===== config.mk =====
export PLATFORM = sky130hd
export DESIGN_NAME = uart_rx_buffer_flat
export DESIGN_NICKNAME = d
export VERILOG_FILES = /design/src/rtl/uart_rx_buffer_if.sv /design/src/rtl/uart_rx_buffer.sv /design/src/flat_wrapper.sv
export SDC_FILE = /design/constraint.sdc
export NUM_CORES = 1
export LEC_CHECK = 0
export ABC_AREA = 1
export ABC_CLOCK_PERIOD_IN_PS = 2100
export BUFFER_PORTS_ARGS = -buffer_cell sky130_fd_sc_hd__buf_2
export CAP_MARGIN = 5
export CORE_UTILIZATION = 49
export CTS_BUF_LIST = sky130_fd_sc_hd__clkbuf_8
export DETAILED_ROUTE_END_ITERATION = 8
export PLACE_DENSITY_LB_ADDON = 0.05
export SLEW_MARGIN = 20
export SYNTH_ARGS = -nofsm -noshare
export SYNTH_HDL_FRONTEND = slang
export SYNTH_SLANG_ARGS = --single-unit

===== constraint.sdc =====
create_clock -name clk -period 2.1 [get_ports clk]
set_input_delay 0.42 -clock clk [delete_from_list [all_inputs] [get_ports clk]]
set_output_delay 0.42 -clock clk [all_outputs]
set_load 0.01 [all_outputs]

===== src/rtl/uart_rx_buffer_if.sv =====
// uart_rx_buffer_if
// Groups the receiver-side frame handshake and the consumer-side FIFO
// handshake of uart_rx_buffer into one bundle.
//   master : the environment (receive FSM + consumer); drives rxFlag,
//            rxData, rxParity and outReady.
//   slave  : the buffer; drives rxFlagClr, outData, outValid, parErr,
//            overrun, errCnt and count.
// CW is the width of count and must match the buffer's CW.
interface uart_rx_buffer_if #(
  parameter int CW = 3
);
  logic          rxFlag;
  logic [7:0]    rxData;
  logic          rxParity;
  logic          rxFlagClr;
  logic [7:0]    outData;
  logic          outValid;
  logic          outReady;
  logic          parErr;
  logic          overrun;
  logic [7:0]    errCnt;
  logic [CW-1:0] count;

  modport master (
    output rxFlag, rxData, rxParity, outReady,
    input  rxFlagClr, outData, outValid, parErr, overrun, errCnt, count
  );

  modport slave (
    input  rxFlag, rxData, rxParity, outReady,
    output rxFlagClr, outData, outValid, parErr, overrun, errCnt, count
  );
endinterface


===== src/rtl/uart_rx_buffer.sv =====
// uart_rx_buffer
// Receive-side frame buffer behind the UART receive FSM. Captures one frame
// per rxFlag assertion, optionally checks even parity, stores good bytes in a
// DEPTH-entry show-ahead FIFO and acknowledges the receiver with the
// active-low rxFlagClr.
// Ports:
//   clk    : system clock, rising edge.
//   rst    : asynchronous, active-low reset.
//   rxBus  : uart_rx_buffer_if.slave (rxFlag/rxData/rxParity/rxFlagClr from
//            the receiver; outData/outValid/outReady to the consumer;
//            parErr/overrun pulses; errCnt; count occupancy).
// Parameters: DEPTH (power of two, >= 2), CW = log2(DEPTH)+1.
// Build option: define UART_RX_PARITY_CHECK_EN to drop parity-failed frames
// and report them on parErr/errCnt; otherwise every frame is stored and
// parErr/errCnt stay 0.
module uart_rx_buffer #(
  parameter int DEPTH = 4,
  parameter int CW    = 3
) (
  input logic          clk,
  input logic          rst,
  uart_rx_buffer_if.slave rxBus
);
  localparam int PW = $clog2(DEPTH);

  typedef enum logic [1:0] {
    WAIT    = 2'd0,
    CAPTURE = 2'd1,
    ACK     = 2'd2
  } state_e;

  state_e        state_q, state_d;
  logic          rxFlagClr_q, rxFlagClr_d;
  logic          overrun_q, overrun_d;
  logic          parErr_d;
  logic [7:0]    mem_q [DEPTH];
  logic [PW-1:0] wrPtr_q, rdPtr_q;
  logic [CW-1:0] count_q;
  logic          capture, frameGood, fifoFull, pop, push;

  // State register.
  always_ff @(posedge clk or negedge rst) begin
    if (!rst) begin
      state_q <= WAIT;
    end else begin
      state_q <= state_d;
    end
  end

  // Next-state logic. One capture per rxFlag assertion: ACK holds until the
  // receiver drops rxFlag. The unused encoding recovers to WAIT.
  always_comb begin
    state_d = WAIT;
    case (state_q)
      WAIT:    state_d = rxBus.rxFlag ? CAPTURE : WAIT;
      CAPTURE: state_d = ACK;
      ACK:     state_d = rxBus.rxFlag ? ACK : WAIT;
      default: state_d = WAIT;
    endcase
  end

`ifdef UART_RX_PARITY_CHECK_EN
  // Even parity: data bits plus parity bit must XOR to zero.
  assign frameGood = ~(^{rxBus.rxData, rxBus.rxParity});
`else
  logic unusedParity;
  assign unusedParity = rxBus.rxParity;
  assign frameGood    = 1'b1;
`endif

  // Output logic. rxFlagClr is computed from the next state and registered,
  // so it is low exactly while the FSM sits in ACK. A full FIFO still accepts
  // a frame when the consumer pops in the same cycle.
  always_comb begin
    capture     = (state_q == CAPTURE);
    rxFlagClr_d = (state_d != ACK);
    fifoFull    = (count_q == CW'(DEPTH));
    pop         = (count_q != '0) && rxBus.outReady;
    push        = capture && frameGood && (!fifoFull || pop);
    overrun_d   = capture && frameGood && fifoFull && !pop;
    parErr_d    = capture && !frameGood;
  end

  // FIFO storage, pointers, occupancy and the registered handshake/pulses.
  always_ff @(posedge clk or negedge rst) begin
    if (!rst) begin
      rxFlagClr_q <= 1'b1;
      overrun_q   <= 1'b0;
      wrPtr_q     <= '0;
      rdPtr_q     <= '0;
      count_q     <= '0;
      for (int i = 0; i < DEPTH; i++) begin
        mem_q[i] <= 8'h00;
      end
    end else begin
      rxFlagClr_q <= rxFlagClr_d;
      overrun_q   <= overrun_d;
      if (push) begin
        mem_q[wrPtr_q] <= rxBus.rxData;
        wrPtr_q        <= wrPtr_q + PW'(1);
      end
      if (pop) begin
        rdPtr_q <= rdPtr_q + PW'(1);
      end
      count_q <= count_q + CW'(push) - CW'(pop);
    end
  end

`ifdef UART_RX_PARITY_CHECK_EN
  logic       parErr_q;
  logic [7:0] errCnt_q;

  // Parity error pulse and saturating error counter.
  always_ff @(posedge clk or negedge rst) begin
    if (!rst) begin
      parErr_q <= 1'b0;
      errCnt_q <= 8'h00;
    end else begin
      parErr_q <= parErr_d;
      if (parErr_d && (errCnt_q != 8'hFF)) begin
        errCnt_q <= errCnt_q + 8'h01;
      end
    end
  end

  assign rxBus.parErr = parErr_q;
  assign rxBus.errCnt = errCnt_q;
`else
  logic unusedParErr;
  assign unusedParErr = parErr_d;
  assign rxBus.parErr = 1'b0;
  assign rxBus.errCnt = 8'h00;
`endif

  assign rxBus.rxFlagClr = rxFlagClr_q;
  assign rxBus.overrun   = overrun_q;
  assign rxBus.outData   = mem_q[rdPtr_q];
  assign rxBus.outValid  = (count_q != '0);
  assign rxBus.count     = count_q;
endmodule


===== src/flat_wrapper.sv =====
// flat-port wrapper written by rule: the top's interface ports become plain ports
module uart_rx_buffer_flat 
#(
  parameter int DEPTH = 4,
  parameter int CW    = 3
)
  (clk, rst, rxBus_rxFlag, rxBus_rxData, rxBus_rxParity, rxBus_outReady, rxBus_rxFlagClr, rxBus_outData, rxBus_outValid, rxBus_parErr, rxBus_overrun, rxBus_errCnt, rxBus_count);
  uart_rx_buffer_if #(.CW(CW)) rxBus_i ();
  input logic clk;
  input logic rst;
  input wire logic [$bits(rxBus_i.rxFlag)-1:0] rxBus_rxFlag;
  input wire logic [$bits(rxBus_i.rxData)-1:0] rxBus_rxData;
  input wire logic [$bits(rxBus_i.rxParity)-1:0] rxBus_rxParity;
  input wire logic [$bits(rxBus_i.outReady)-1:0] rxBus_outReady;
  output wire logic [$bits(rxBus_i.rxFlagClr)-1:0] rxBus_rxFlagClr;
  output wire logic [$bits(rxBus_i.outData)-1:0] rxBus_outData;
  output wire logic [$bits(rxBus_i.outValid)-1:0] rxBus_outValid;
  output wire logic [$bits(rxBus_i.parErr)-1:0] rxBus_parErr;
  output wire logic [$bits(rxBus_i.overrun)-1:0] rxBus_overrun;
  output wire logic [$bits(rxBus_i.errCnt)-1:0] rxBus_errCnt;
  output wire logic [$bits(rxBus_i.count)-1:0] rxBus_count;
  assign rxBus_i.rxFlag = rxBus_rxFlag;
  assign rxBus_i.rxData = rxBus_rxData;
  assign rxBus_i.rxParity = rxBus_rxParity;
  assign rxBus_i.outReady = rxBus_outReady;
  assign rxBus_rxFlagClr = rxBus_i.rxFlagClr;
  assign rxBus_outData = rxBus_i.outData;
  assign rxBus_outValid = rxBus_i.outValid;
  assign rxBus_parErr = rxBus_i.parErr;
  assign rxBus_overrun = rxBus_i.overrun;
  assign rxBus_errCnt = rxBus_i.errCnt;
  assign rxBus_count = rxBus_i.count;
  uart_rx_buffer #(.DEPTH(DEPTH), .CW(CW)) u_core (.clk(clk), .rst(rst), .rxBus(rxBus_i));
endmodule

==> impl_metrics.tcl, run 1 <==
set metrics [dict create \
    postCtsHoldBufs 0 \
    worstSkewPairLatency_ns 0.31 \
    die_w_microns 69.76 \
    setup_tns_ns 0 \
    relSlewSlack 0.5505 \
    power_density_nw_per_um2 1563 \
    cts_setup_buffers 0 \
    cts_tree "built" \
    placed_cells 322 \
    dp_hpwl_mm 3.318 \
    core_sq_um 4384 \
    fin_worst_skew_ns 0.007499 \
    grt_pass1_wl_mm 9.045 \
    syn_area_per_cell_sq_um 8.892 \
    cts_buffer_depth 2 \
    num_rows 24 \
    min_period_over_period 0.9285 \
    fin_crit_ns 1.950 \
    drt_iter0_drc 115 \
    outcome "finished, final reports clean" \
    finalMaxSlewViolations 0 \
    grt_pass1_vias 1804 \
    worstMarginPinSlew_ns 0.6742 \
    grt_use_total 0.2405 \
    vdd_drop_max_mv 0.6815 \
    root_buffer "clkbuf_8" \
    nets 297 \
    start_util 0.5131 \
    internal_power_mw 2.138 \
    synth_area_sq_um 2250 \
    power_frac_seq 0.393 \
    setup_viol 0 \
    path_max_fanout 11 \
    final_cell_area_sq_um 2429 \
    p_switching_mw 1.658 \
    ant_nets 0 \
    route.detailed.wl_per_inst_microns 15.65 \
    place_congestion 0.8208 \
    setup_slack_ns 0.1501 \
    cap_violations 0 \
    grt_max_degree 39 \
    die_area_sq_um 4866 \
    grt-ovfl-total 0 \
    hold_class "in2async" \
    p_total_mw 3.796 \
    p_sw_frac 0.4367 \
    drc_errors 0 \
    io_pins 36 \
    num_antenna_cells 0 \
    numCtsBuffers 5 \
    cts_resized 0 \
    antenna_found_initial 0 \
    vias 1768 \
    ys_seq_area_frac 0.4789 \
    power_frac_comb 0.461 \
    cts.sinks 43 \
    dr.pass1.iters 4 \
    r2r_slack_ns 0.15 \
    synth-seq-cells 43 \
    rsz0062_at_grt "false" \
    die_y_microns 69.76 \
    place_area_sq_um 2330 \
    synthCells 253 \
    crit_type "reg2out" \
    synth_cell_types 27 \
    worstSetupStartpointType "register" \
    hold_ws_ns 0.1478 \
    drive_gt1_frac 0.2050 \
    hold_viol 0 \
    leakage_nw 1.269 \
    htreeDepth 2 \
    worstSetupEndpointType "output port" \
    clock.fmax_mhz 512.9 \
    required_ns 1.68 \
    crit_arrival_ns 1.53 \
    pwr-share-clk 0.145 \
    port_buffers 25 \
    fin_util 0.5539 \
    wl_mm 5.166 \
    cts.reportedPaths.clkPinSlew_ns 0.09 \
    crit-reg2reg-launch "u_core.rxBus.count[1]" \
    crit_start "u_core.rdPtr_q[1]" \
    areaGrowthSynthToFinish_pct 7.953 \
    fin_cells 330 \
    via_per_inst 5.358 \
    yosysWarnings 0 \
    place_ws_ns 0.1316 \
]
==> cell families (layout without fill, tap and decap cells) <==
group	after synthesis	count (layout)	synth area share
AO/OA/AOI/OAI	26	26	0.06396
XOR/XNOR	4	4	0.01558
adder cells (fa/ha/maj)	7	7	0.04227
buffers and inverters	39	56	0.1212
flip-flops	43	43	0.4789
other	1	9	0.001667
AND/OR/NAND/NOR	133	133	0.2764
==> per-layer routing <==
metal	global-route usage	up-vias	part of all wire	routed length, microns
met4	0.07778	0	0.013	69
li1	-	867	-	-
met1	0.3412	859	0.47	2423
met3	0.05378	6	0.051	266
met2	0.3668	36	0.47	2407
met5	0	-	0	0
==> worst max-delay path, stage by stage (launching register included) <==
cell and delay (ns):
dfrtp_1 0.54, inv_2 0.21, o21ai_0 0.11, o22ai_1 0.19, buf_2 0.18
==> Yosys cell counts <==
library cell  instances  share of area
inv_2                 4         0.0067
a21oi_2               1         0.0039
nand2_1              74           0.12
buf_2                 7          0.016
dfrtp_1              42           0.47
o21ai_0              17          0.038
xor2_1                1         0.0039
nor3_2                1         0.0044
nand3_1               3         0.0067
ha_1                  6          0.033
inv_1                10          0.017
buf_8                 3          0.020
buf_12                1         0.0089
nor2_1               18          0.030
nor2_2                1         0.0028
o22ai_1               8          0.022
nor2_4                1         0.0050
nand4_1              32          0.089
buf_4                10          0.033
buf_6                 4          0.020
dfstp_2               1          0.012
conb_1                1         0.0017
xnor2_1               3          0.012
nand2_2               1         0.0028
nand3_2               1         0.0044
nand3_4               1         0.0078
fa_1                  1         0.0089
==> power groups by stage <==
stage	logic, mW	clock network (mW)	registers, mW
global placement	1.74	0	1.49
detailed placement	1.76	0	1.50
global route	2.00	0.597	1.55
CTS	1.76	0.568	1.48
finish	1.75	0.550	1.49
floorplan	1.33	0	1.41
==> state kept, by name, summed over array words and instances, names as in the netlist <==
signal	flops
u_core.mem_q	32
u_core.rxBus.count	3
u_core.rdPtr_q	2
u_core.state_q	2
u_core.wrPtr_q	2
u_core.rxBus.overrun	1
u_core.rxBus.rxFlagClr	1
==> final timing paths <==
| kind | cells after the start | endpoint |
|---|---|---|
| max | 4 | rxBus_outData[2] |
| min | 1 | u_core.mem_q[21] |
| max reg2reg | 10 | u_core.rxBus.count[2] |
| min reg2reg | 2 | u_core.mem_q[18] |
| max in group asynchronous | 2 | u_core.mem_q[28] |
| min in group clk | 3 | u_core.state_q[0] |
==> cell type report <==
class	count	area [sq um]
sequential	43	1080
multi-input combinational	179	932.1
clock inverter	2	8.758
tap	52	65.06
clock buffer	6	82.58
timing repair buffer	34	205.2
fill	422	1956
inverter	14	55.05
==> placed cells by master, fill, tap and decap left out, drive strengths merged <==
| master | count |
|---|---|
| inv | 15 |
| nand2 | 75 |
| conb | 9 |
| nor3 | 1 |
| fa | 1 |
| nand4 | 32 |
| a21oi | 1 |
| xor2 | 1 |
| clkbuf | 6 |
| dfstp | 1 |
| dfrtp | 42 |
| o22ai | 8 |
| buf | 34 |
| ha | 6 |
| nand3 | 5 |
| xnor2 | 3 |
| o21ai | 17 |
| nor2 | 20 |
| clkinv | 1 |
No activity file was read; power rests on OpenSTA's default activity.
==> run 2, diff against run 1 <==
--- a/config.mk
+++ b/config.mk
@@ -9,6 +9,7 @@
 export ABC_CLOCK_PERIOD_IN_PS = 2100
 export BUFFER_PORTS_ARGS = -buffer_cell sky130_fd_sc_hd__buf_2
 export CAP_MARGIN = 5
+export CORE_MARGIN = 5
 export CORE_UTILIZATION = 49
 export CTS_BUF_LIST = sky130_fd_sc_hd__clkbuf_8
 export DETAILED_ROUTE_END_ITERATION = 8
==> impl_metrics.tcl, run 2 (synthesized netlist as in run 1, its figures left out) <==
set metrics [dict create \
    crit_buf_inv 3 \
    power_frac_comb 0.461 \
    cts_setup_buffers 0 \
    power_density_nw_per_um2 1546 \
    final_common_cell "nand2_1" \
    port_buffers 25 \
    path_cells "nor2_1 -> nand2_1 -> nand2_2 -> inv_1 -> ha_1 -> inv_1 -> ha_1 -> inv_1 -> fa_1 -> xnor2_1" \
    layout_common_cells "nand2_1 (73), dfrtp_1 (42), nand4_1 (32), buf_2 (25), nor2_1 (18)" \
    crit_start "u_core.rxBus.count[0]" \
    vias 1738 \
    ant_nets 0 \
    cts.sinks 43 \
    pwr-share-clk 0.151 \
    drc_errors 0 \
    setup_tns_ns 0 \
    vdd_drop_max_mv 0.7744 \
    die_y_microns 77.76 \
    nets 296 \
    p_total_mw 3.748 \
    path_delay_family "adder cells" \
    wl_mm 4.969 \
    dp_hpwl_mm 3.416 \
    route.detailed.wl_per_inst_microns 15.10 \
    outcome "finished, final reports clean" \
    num_antenna_cells 0 \
    rr_worst_depth 10 \
    cts.reportedPaths.clkPinSlew_ns 0.08 \
    drive_gt1_frac 0.1913 \
    cap_violations 0 \
    leakage_nw 1.272 \
    top_register "u_core.mem_q" \
    largest_reg_flops 32 \
    wl_met2_mm 2.204 \
    rsz0062_at_grt "false" \
    r2r_slack_ns 0.19 \
    die_w_microns 77.76 \
    areaGrowthSynthToFinish_pct 7.787 \
    setup_viol 0 \
    fin_crit_ns 1.908 \
    fin_worst_skew_ns 0.005774 \
    grt_pass1_vias 1671 \
    critPathMostFrequentCell "inv_1" \
    crit_type "reg2reg" \
    cts_buffer_depth 2 \
    root_buffer "clkbuf_8" \
    numCtsBuffers 5 \
    min_period_over_period 0.9086 \
    cts_tree "built" \
    power_frac_seq 0.388 \
    grt_max_degree 39 \
    hold_viol 0 \
    p_sw_frac 0.4248 \
    drt_iter0_drc 136 \
    htreeDepth 2 \
    die_area_sq_um 6046 \
    worstSetupStartpointType "register" \
    top_layer "met4" \
    worstMarginPinSlew_ns 0.5391 \
    path_max_fanout 4 \
    relSlewSlack 0.6406 \
    grt_use_total 0.1782 \
    clock.fmax_mhz 524.1 \
    dr.pass1.iters 4 \
    place_congestion 0.7865 \
    dr_wl_met3_microns 309 \
    core_sq_um 4414 \
    num_rows 24 \
    internal_power_mw 2.156 \
    max_stage_delay_ns 0.39 \
    start_util 0.5096 \
    worstSkewPairLatency_ns 0.29 \
    crit_arrival_ns 2.09 \
    reg2reg_to "u_core.rxBus.count[2]" \
    grt-ovfl-total 0 \
    antenna_found_initial 0 \
    hold_class "in2async" \
    required_ns 2.28 \
    cpMaxStageDelayCell "dfrtp_1" \
    via_per_inst 5.283 \
    p_switching_mw 1.592 \
    grt_pass1_wl_mm 8.631 \
    crit-reg2reg-launch "u_core.rxBus.count[0]" \
    worstSetupEndpointType "register" \
    met1_length_mm 2.429 \
    io_pins 36 \
    finalMaxSlewViolations 0 \
]
==> run 2: how the worst max path moves through the flow <==
stage | end | slack, ns | cells past startpoint
2_1_floorplan | u_core.rxBus.count[2] | 0.14 | 10
6_report | u_core.rxBus.count[2] | 0.19 | 10
4_1_cts | u_core.rxBus.count[2] | 0.13 | 10
3_5_place_dp | u_core.rxBus.count[2] | 0.16 | 10
5_1_grt | rxBus_outData[4] | 0.03 | 4
3_3_place_gp | u_core.rxBus.count[2] | 0.22 | 10
==> run 2: through the flow <==
step	utilization	hold slack [ns]	setup slack (ns)	area [sq um]	instances
6_report	0.5493	0.1042	0.1919	2425	329
5_1_grt	0.5493	0.1372	0.02606	2425	329
4_1_cts	0.5488	0.1159	0.1279	2422	329
3_5_place_dp	0.5261	0.4380	0.1574	2322	321
3_3_place_gp	0.5261	0.4313	0.2158	2322	321
2_1_floorplan	-	0.1244	0.1373	2280	261
==> run 2: power by group through the flow <==
stage	Sequential, mW	Combinational, mW	Clock (mW)
2_1_floorplan	1.41	1.33	0
6_report	1.45	1.73	0.565
5_1_grt	1.51	1.99	0.614
4_1_cts	1.45	1.75	0.588
3_3_place_gp	1.46	1.72	0
3_5_place_dp	1.47	1.75	0
==> run 2: area by class of cell <==
class	count	area, sq um
fillers	429	1989
repair buffers	33	197.7
inverters	14	52.55
multi-input cells	179	932.1
well taps	52	65.06
flip-flops and latches	43	1077
clock buffers	7	96.34
clock inverters	1	3.754
==> run 2: repair_timing <==
item	4_1_cts	5_1_grt
resized for setup	0	1
hold buffers	0	0
endpoints found under the setup margin	0	1
==> run 2: routing by layer <==
layer	vias up	GRT usage
met4	0	0.03608
met5	-	0
met3	4	0.04051
met1	822	0.2688
met2	46	0.2629
li1	866	-
